### src/rtl/serial_deserializer.sv
// ============================================================================
// serial_deserializer: LSB-first serial-to-parallel word assembler with a
// one-word output register and ready/valid handshake toward the FIR.
// Revision: 1.0
// ============================================================================
`default_nettype none

module serial_deserializer #(
  parameter int DATA_WIDTH = 24
) (
  input  logic                  i_clk,
  input  logic                  i_rst,
  input  logic                  i_en,
  input  logic                  i_din,
  input  logic                  i_din_valid,
  output logic                  o_ready,
  output logic [DATA_WIDTH-1:0] o_dout,
  output logic                  o_dout_valid,
  input  logic                  i_ready
);

  localparam int              CW       = $clog2(DATA_WIDTH);
  localparam logic [CW-1:0]   LAST_CNT = CW'(DATA_WIDTH - 1);
  localparam logic [1:0]      S_IDLE   = 2'd0;
  localparam logic [1:0]      S_SHIFT  = 2'd1;
  localparam logic [1:0]      S_FULL   = 2'd2;

  logic [1:0]            state_q, state_d;
  logic [CW-1:0]         count_q, count_d;
  logic [DATA_WIDTH-1:0] shift_q, shift_d;
  logic [DATA_WIDTH-1:0] dout_q, dout_d;
  logic                  dout_valid_q, dout_valid_d;

  logic                  w_xfer;
  logic                  w_last;
  logic                  w_hs;
  logic                  w_out_free;
  logic [DATA_WIDTH-1:0] w_shifted;

  assign w_xfer     = o_ready & i_din_valid;
  assign w_last     = w_xfer & (count_q == LAST_CNT);
  assign w_hs       = dout_valid_q & i_ready;
  // The output register can take a new word if empty or drained this edge.
  assign w_out_free = ~dout_valid_q | w_hs;
  assign w_shifted  = {i_din, shift_q[DATA_WIDTH-1:1]};

  always_ff @(posedge i_clk or negedge i_rst) begin
    if (!i_rst) begin
      state_q      <= S_IDLE;
      count_q      <= '0;
      shift_q      <= '0;
      dout_q       <= '0;
      dout_valid_q <= 1'b0;
    end else begin
      state_q      <= state_d;
      count_q      <= count_d;
      shift_q      <= shift_d;
      dout_q       <= dout_d;
      dout_valid_q <= dout_valid_d;
    end
  end

  always_comb begin
    state_d = state_q;
    case (state_q)
      S_IDLE:  if (w_xfer) state_d = S_SHIFT;
      S_SHIFT: if (w_last) state_d = w_out_free ? S_IDLE : S_FULL;
      S_FULL:  if (w_hs)   state_d = S_IDLE;
      default:             state_d = S_IDLE;
    endcase
  end

  always_comb begin
    o_ready      = i_rst & i_en & (state_q != S_FULL);
    count_d      = count_q;
    shift_d      = shift_q;
    dout_d       = dout_q;
    dout_valid_d = dout_valid_q;
    if (w_xfer) begin
      count_d = w_last ? '0 : count_q + CW'(1);
      shift_d = w_shifted;
    end
    // A parked word refills the output register on the draining edge.
    if ((state_q == S_FULL) && w_hs) begin
      dout_d       = shift_q;
      dout_valid_d = 1'b1;
    end else if (w_last && w_out_free) begin
      dout_d       = w_shifted;
      dout_valid_d = 1'b1;
    end else if (w_hs) begin
      dout_valid_d = 1'b0;
    end
  end

  assign o_dout       = dout_q;
  assign o_dout_valid = dout_valid_q;

endmodule

`default_nettype wire

### config.mk
export PLATFORM = sky130hd
export DESIGN_NAME = serial_deserializer
export DESIGN_NICKNAME = d
export VERILOG_FILES = /design/src/rtl/serial_deserializer.sv
export SDC_FILE = /design/constraint.sdc
export NUM_CORES = 1
export LEC_CHECK = 0
export CAP_MARGIN = 20
export CORE_MARGIN = 3
export CORE_UTILIZATION = 29
export CTS_CLUSTER_SIZE = 40
export DETAILED_ROUTE_END_ITERATION = 12
export DONT_BUFFER_PORTS = 1
export HOLD_SLACK_MARGIN = 0.02
export PLACE_DENSITY_LB_ADDON = 0.3
export REMOVE_ABC_BUFFERS = 1
export SLEW_MARGIN = 20
export SYNTH_ARGS = -nofsm -noshare
export SYNTH_HDL_FRONTEND = slang
export SYNTH_SLANG_ARGS = --single-unit
### constraint.sdc
create_clock -name i_clk -period 2.4 [get_ports i_clk]
set_input_delay 0.36 -clock i_clk [delete_from_list [all_inputs] [get_ports i_clk]]
set_output_delay 0.36 -clock i_clk [all_outputs]
set_load 0.01 [all_outputs]
==> out/metrics.yaml, run 1 <==
ys.flop_type: "dfrtp_1"
fin_cells: 334
fin_tns_setup_ps: 0
power_frac_comb_pct: 8.3
viasPerCell: 4.49
num-fill-cells: 876
p_clk_share_pct: 35.2
holdPathStages: 1
die-area_um2: 10300
r2r_cells: 6
synthTopCellsByArea: "dfrtp_1 53%, mux2_2 13%, mux2_4 11%"
wl_um: 4730
finish.net_count: 232
rows: 34
synth_area_leader_cell: "dfrtp_1"
clockRootBuffer: "clkbuf_8"
finClkSkew_ps: 8.06
drc_errors: 0
cts_post_setup_buffers_inserted: 0
hold_viol: 0
top_usage_layer: "met2"
dp.cells: 324
finalPower_w: 0.00191
ir_worst_vdd_mv: 0.283
arrival_ps: 2230
wl_per_cell_um: 14.2
first_pass_iters: 4
die_x_um: 101
fin_util_pct: 32.9
path_clk_slew_ps: 100
crit_path_end_kind: "flop"
hold-path-endpoint: "state_q[1]"
multi_input_area_um2: 1140
required_ps: 2600
start_util_pct: 30.1
cp_cell_sequence: "ha_1 -> and4b_1 -> o21ai_1 -> o21ai_4 -> buf_4 -> mux2_4"
ys_ff_latch: 56
globalRouteMet3Util_pct: 3.44
area_delta_synth_final_pct: 9.40
r2r-end: "o_dout[16]"
grt_pass1_wl_um: 8110
intPower_w: 0.00146
slowest_stage: "dfrtp_1"
reg2reg_from: "count_q[0]"
use_met1_pct: 13.4
slew_headroom_pct: 64.4
grt-ovfl-total: 0
drv_cap: 0
diodes: 0
hold_path.class: "input port to flop"
place_congestion: 0.706
async_flop_share_pct: 100
yosysWarningCount: 0
power_density_nw_per_um2: 662
grt_pass1_vias: 1582
worstPathMaxFanout: 9
vias: 1501
rsz0062_at_grt: "false"
design.core.area_um2: 8760
fp.dieH_um: 101
period_needed_ps: 2030
clkLatencyLatePin_ps: 310
postSynthAreaPerCell_um2: 11.9
drtIter0Drc: 53
crit_path_start_kind: "flop"
path_class: "flop to flop"
tightest_slew_ps: 534
drive_gt1_share_pct: 30.1
fmax_ghz: 0.492
grt_usage_pct: 9.96
yosys.area.top_type_share_pct: 53.2
ys_seq_area_share_pct: 53.2
port_buffers: 0
status: "finished, final reports clean"
power_switching_w: 0.000449
crit_family: "compound AO/OA/AOI/OAI gates"
ios: 32
hold_start: "i_ready"
slew_violations: 0
max_stage_delay_ps: 400
cts_resized: 0
path_buf_inv: 1
fin_crit_sh_pct: 84.7
cts_buffer_depth: 2
setup_viol: 0
mostFrequentLayoutCell: "nand2_1"
cts_tree: "built"
regToRegSetupSlack_ps: 370
grt_start_max_net_pins: 57
synthesis.area_um2: 2640
register_area_um2: 1400
clock-sinks: 56
seqPwrFrac_pct: 56.4
ant_nets: 0
p_leak_nw: 1.47
synth.distinct_cells: 30
power_switching_share_pct: 23.5
syn_inst: 221
grt_use_met2_pct: 14.9
synth-edff-count: 0
cts_buffers: 5
layout_common_cells: "79 x nand2_1, 56 x dfrtp_1, 30 x mux2_2"
htree_levels: 2
antenna_found_initial: 0
hpwl_um: 3000
-- synth_stat cells (2+ instances only) --
library cell  instances
nand2_1              79
dfrtp_1              56
mux2_2               30
mux2_4               20
nor2_1                4
buf_2                 3
a21o_1                2
buf_12                2
buf_6                 2
clkbuf_1              2
nand4_1               2
-- layer usage --
metal  wire [um]  share of wire [%]  vias to the layer above
met2        2040                 43                       29
met3         239                5.1                        7
met1        2390                 51                      718
met4          65                1.4                        0
li1            -                  -                      747
met5           0                  0                        -
-- cell type report --
class,instances,share of cell area [%]
clock buffers,7,3.34
clock inverters,1,1.04
inverters,1,0.130
multi-input cells,154,39.6
flip-flops and latches,56,48.6
well taps,108,4.69
repair buffers,7,2.60
-- how the worst max path moves through the flow --
stage | end | from | slack (ps) | cells past startpoint
after floorplan | o_dout[18] | state_q[1] | 290 | 4
after global placement | o_dout[17] | count_q[0] | 440 | 6
after detailed placement | o_dout[7] | count_q[0] | 380 | 6
after CTS | o_dout[16] | count_q[0] | 350 | 6
after global routing | o_dout[15] | count_q[0] | 250 | 6
final | o_dout[16] | count_q[0] | 370 | 6
-- registers in the layout (all words and copies together) (netlist names) --
name and count:
count_q 5, shift_q 24, o_dout_valid 1, o_dout 24, state_q 2
-- power groups by stage --
stage / Combinational, W / Sequential, W / Clock [W]
3_5_place_dp: 0.000138 / 0.00110 / 0
2_1_floorplan: 0.000116 / 0.00108 / 0
3_3_place_gp: 0.000133 / 0.00110 / 0
5_1_grt: 0.000184 / 0.00109 / 0.000746
6_report: 0.000159 / 0.00108 / 0.000673
4_1_cts: 0.000165 / 0.00108 / 0.000698
-- cell families after synthesis --
kind of cell / count (synthesis) / share of synthesized area, %
mux: 50 / 24.2
flops: 56 / 53.2
compound gates: 7 / 2.14
xor+xnor: 1 / 0.332
buf+inv: 11 / 3.51
fa+ha+maj: 1 / 0.475
simple gates: 95 / 16.1
-- stage by stage --
step                area, um^2  hold WS [ps]  setup slack (ps)
floorplan                 2550          64.4               291
global placement          2720          67.1               435
detailed placement        2720          66.6               382
CTS                       2880           131               349
finish                    2880           148               366
global route              2880           121               246
-- worst reg2reg max path: cells and delay by family (launching register included) --
| family | cells | cell delay, ps |
|---|---|---|
| AO/OA/AOI/OAI | 2 | 440 |
| adder cells (fa/ha/maj) | 1 | 220 |
| buffers and inverters | 1 | 290 |
| flip-flops | 1 | 400 |
| multiplexers | 1 | 320 |
| AND/OR/NAND/NOR | 1 | 260 |
-- repair_timing --
item / 4_1_cts / 5_1_grt
endpoints found under the setup margin: 0 / 0
hold buffers: 2 / 0
hold endpoints to repair: 56 / 0
Power figures use the tool's default switching activity.
==> run 2, diff against run 1 <==
- clock period: 2.4 -> 1.7 ns (I/O delays scaled with it)
==> out/metrics.yaml, run 2 (synthesized netlist as in run 1, its figures left out) <==
grt_pass1_wl_um: 8160
port_buffers: 0
r2r-end: "o_dout[21]"
die-area_um2: 10300
p_leak_nw: 1.50
fin_util_pct: 33.7
worstPathMaxFanout: 24
hold_viol: 0
fp.dieH_um: 101
drtIter0Drc: 77
crit_path_start_kind: "flop"
viasPerCell: 4.45
first_pass_iters: 3
seqPwrFrac_pct: 55.2
hpwl_um: 3020
tightest_slew_ps: 290
crit_start: "count_q[0]"
power_density_nw_per_um2: 921
antenna_found_initial: 0
vias: 1514
power_switching_share_pct: 24.0
ir_worst_vdd_mv: 0.511
path_clk_slew_ps: 90
cts_post_setup_buffers_inserted: 0
htree_levels: 2
r2r_cells: 6
slew_headroom_pct: 80.7
drc_errors: 0
grt_start_max_net_pins: 57
mostFrequentLayoutCell: "nand2_1"
clock-sinks: 56
rows: 34
design.core.area_um2: 8760
fmax_ghz: 0.592
ios: 32
slew_violations: 0
period_needed_ps: 1690
hold_path.class: "input port to flop"
reg2reg_from: "count_q[0]"
layout_common_cells: "79 x nand2_1, 56 x dfrtp_1, 30 x mux2_2"
status: "finished, final reports clean"
finClkSkew_ps: 9.63
intPower_w: 0.00207
wl_per_cell_um: 14.1
arrival_ps: 1880
design_area_um2: 2960
rsz0062_at_grt: "true"
path_class: "flop to flop"
grt_pass1_vias: 1602
setup_viol: 0
clkLatencyLatePin_ps: 310
crit_end: "o_dout[21]"
wl_um: 4790
regToRegSetupSlack_ps: 10
clockRootBuffer: "clkbuf_8"
grt-ovfl-total: 0
power_frac_comb_pct: 11.0
fin_crit_sh_pct: 99.4
finish.net_count: 238
grt_usage_pct: 10.0
crit_path_end_kind: "flop"
cts_buffer_depth: 2
power_switching_w: 0.000655
dpl_cell_area_um2: 2790
die_x_um: 101
start_util_pct: 30.1
drive_gt1_share_pct: 32.8
diodes: 0
place_congestion: 0.738
drv_cap: 0
cts_buffers: 5
area_delta_synth_final_pct: 12.2
ant_nets: 0
p_clk_share_pct: 33.8
cts_tree: "built"
required_ps: 1890
## run 2: timing repair
action / CTS / global route
hold buffers: 2 / 0
cloned: 0 / 0
endpoints found under the setup margin: 4 / 26
pin swaps: 0 / 0
resized for setup: 1 / 2
hold endpoints to repair: 56 / 0
## run 2: critical path: stages (launching register included)
cell and delay (ps):
dfrtp_1 360, ha_1 170, and4b_1 240, o21ai_2 80, o21ai_4 150, buf_12 220
mux2_2 350
## run 2: worst min-delay path by stage
stage,startpoint,endpoint,slack [ps],cells after the start
floorplan,i_rst,count_q[0],-40,0
global placement,i_rst,o_dout[0],-40,0
global route,i_ready,state_q[1],40,1
finish,i_ready,state_q[1],50,1
detailed placement,i_rst,shift_q[0],-40,0
CTS,i_ready,state_q[1],40,1
## run 2: stage by stage
stage          power, W  setup TNS (ps)  hold WS (ps)  std cells  setup slack (ps)
2_1_floorplan   0.00168           -8860         -40.6        211              -409
3_3_place_gp    0.00179               0         -38.2        330              47.6
3_5_place_dp    0.00179           -4.47         -38.3        330             -2.88
4_1_cts         0.00277           -28.7          35.1        340             -9.46
5_1_grt         0.00286            -755          40.4        340             -67.4
6_report        0.00272               0          52.1        340              10.4
## run 2: power by group through the flow
stage / Clock (W) / Sequential (W) / Combinational, W
after floorplan: 0 / 0.00152 / 0.000163
after global placement: 0 / 0.00153 / 0.000264
after detailed placement: 0 / 0.00153 / 0.000267
after CTS: 0.000961 / 0.00150 / 0.000306
after global routing: 0.00100 / 0.00152 / 0.000337
final: 0.000921 / 0.00150 / 0.000299
## run 2: per-layer routing
| layer | vias to the layer above | routed length (um) | global-route usage, % |
|---|---|---|---|
| met5 | - | 0 | 0 |
| met4 | 0 | 55 | 3.07 |
| met3 | 4 | 187 | 3.17 |
| met2 | 21 | 2210 | 16.1 |
| met1 | 735 | 2340 | 12.9 |
| li1 | 754 | - | - |
## run 2: layout make-up
type                            instances  area (um^2)
Fill cell                             874         5810
Timing Repair Buffer                   13          149
Tap cell                              108          135
Clock inverter                          2         38.8
Sequential cell                        56         1400
Inverter                                1         3.75
Clock buffer                            6         82.6
Multi-Input combinational cell        154         1150
==> run 3, diff against run 2 <==
- HOLD_SLACK_MARGIN: 0.02 -> not set
- clock period: 1.7 -> 1.65 ns (I/O delays scaled with it)
==> out/metrics.yaml, run 3 (synthesized netlist as in run 1, its figures left out) <==
hold_start: "i_ready"
slew_violations: 0
setup_viol: 4
fin_cells: 342
diodes: 0
port_buffers: 0
die_x_um: 101
clock-sinks: 56
drv_cap: 0
path_clk_slew_ps: 100
cts_buffers: 5
power_switching_w: 0.000681
htree_levels: 2
violations: "negative setup slack"
antenna_found_initial: 0
grt-ovfl-total: 0
crit_path_end_kind: "flop"
p_leak_nw: 1.51
ir_worst_vdd_mv: 0.405
first_pass_iters: 4
cp_cell_sequence: "ha_1 -> and4b_1 -> o21ai_2 -> o21ai_4 -> buf_12 -> mux2_2"
grt_usage_pct: 9.91
layout_common_cells: "79 x nand2_1, 56 x dfrtp_1, 29 x mux2_2"
slowest_stage: "dfrtp_1"
drive_gt1_share_pct: 33.3
start_util_pct: 30.1
finish.net_count: 240
fin_crit_sh_pct: 101
rows: 34
hpwl_um: 2960
crit_start: "count_q[0]"
vias: 1562
drtIter0Drc: 66
drc_errors: 0
dp.cells: 332
fp.dieH_um: 101
holdWs_ps: 34.2
cts_tree: "built"
clockRootBuffer: "clkbuf_8"
grt_start_max_net_pins: 57
status: "complete, but fails checks"
rsz0062_at_grt: "true"
wl_per_cell_um: 14.0
ant_nets: 0
arrival_ps: 1870
intPower_w: 0.00214
clkLatencyLatePin_ps: 310
path_class: "flop to flop"
grt_pass1_vias: 1610
wl_um: 4800
fmax_ghz: 0.601
max_stage_delay_ps: 360
period_needed_ps: 1660
hold_viol: 0
seqPwrFrac_pct: 54.5
viasPerCell: 4.57
finClkSkew_ps: 10.4
num-fill-cells: 867
area_delta_synth_final_pct: 12.9
tightest_slew_ps: 289
power_frac_comb_pct: 11.6
power_switching_share_pct: 24.1
reg2reg_from: "count_q[0]"
crit_path_start_kind: "flop"
worstPathMaxFanout: 24
design.core.area_um2: 8760
p_clk_share_pct: 33.8
mostFrequentLayoutCell: "nand2_1"
ios: 32
grt_pass1_wl_um: 8190
place_congestion: 0.762
fin_ws_ps: -14.3
power_density_nw_per_um2: 949
die-area_um2: 10300
hold_path.class: "input port to flop"
fin_util_pct: 34.0
cts_post_setup_buffers_inserted: 0
slew_headroom_pct: 80.7
required_ps: 1850
cts_buffer_depth: 2
[run 3: per-stage QoR]
step / instance area (um^2) / total power (W) / setup WS, ps / setup TNS (ps)
after detailed placement: 2800 / 0.00186 / -34.2 / -125
after CTS: 2970 / 0.00287 / -36.6 / -168
after global routing: 2980 / 0.00297 / -132 / -2330
after floorplan: 2550 / 0.00173 / -459 / -10160
after global placement: 2800 / 0.00186 / -0.370 / -0.676
final: 2980 / 0.00282 / -14.3 / -42.4
[run 3: worst paths after layout]
kind                         endpoint  slack (ps)  cells after the start
setup / recovery           o_dout[18]         -10                      6
hold / removal             state_q[1]          30                      1
setup reg to reg           o_dout[18]         -10                      6
hold reg to reg            shift_q[0]         490                      2
max in group asynchronous  shift_q[0]         930                      2
min in group asynchronous   o_dout[9]         460                      2
[run 3: layer usage]
| metal | routed length (um) | GRT usage (%) | up-vias | share of wire [%] |
|---|---|---|---|---|
| li1 | - | - | 760 | - |
| met2 | 2120 | 14.7 | 22 | 44 |
| met4 | 23 | 1.84 | 0 | 0.48 |
| met1 | 2460 | 14.6 | 778 | 51 |
| met5 | 0 | 0 | - | 0 |
| met3 | 203 | 2.75 | 2 | 4.2 |
[run 3: worst max-delay path: cells and delay by family (launching register included)]
family          cells  cell delay (ps)
flops               1              360
mux                 1              350
simple gates        1              230
buf+inv             1              230
compound gates      2              220
fa+ha+maj           1              160
[run 3: repair_timing]
item                                    in CTS  in global routing
hold buffers                                 2                  0
hold endpoints to repair                    56                  0
endpoints found under the setup margin      24                 26
gates resized for setup                      2                  2
pin swaps                                    0                  0
[run 3: cell type report]
class | instances | area [um^2] | area share [%]
Clock buffer | 6 | 82.6 | 2.78
Multi-Input combinational cell | 154 | 1150 | 38.6
Inverter | 1 | 3.75 | 0.126
Clock inverter | 2 | 38.8 | 1.30
Sequential cell | 56 | 1400 | 47.1
Tap cell | 108 | 135 | 4.54
Timing Repair Buffer | 15 | 164 | 5.51
[run 3: power groups by stage]
stage	sequential [W]	clock, W	combinational [W]
6_report	0.00154	0.000955	0.000329
5_1_grt	0.00156	0.00103	0.000387
4_1_cts	0.00154	0.000991	0.000334
3_5_place_dp	0.00157	0	0.000294
3_3_place_gp	0.00157	0	0.000293
2_1_floorplan	0.00157	0	0.000168
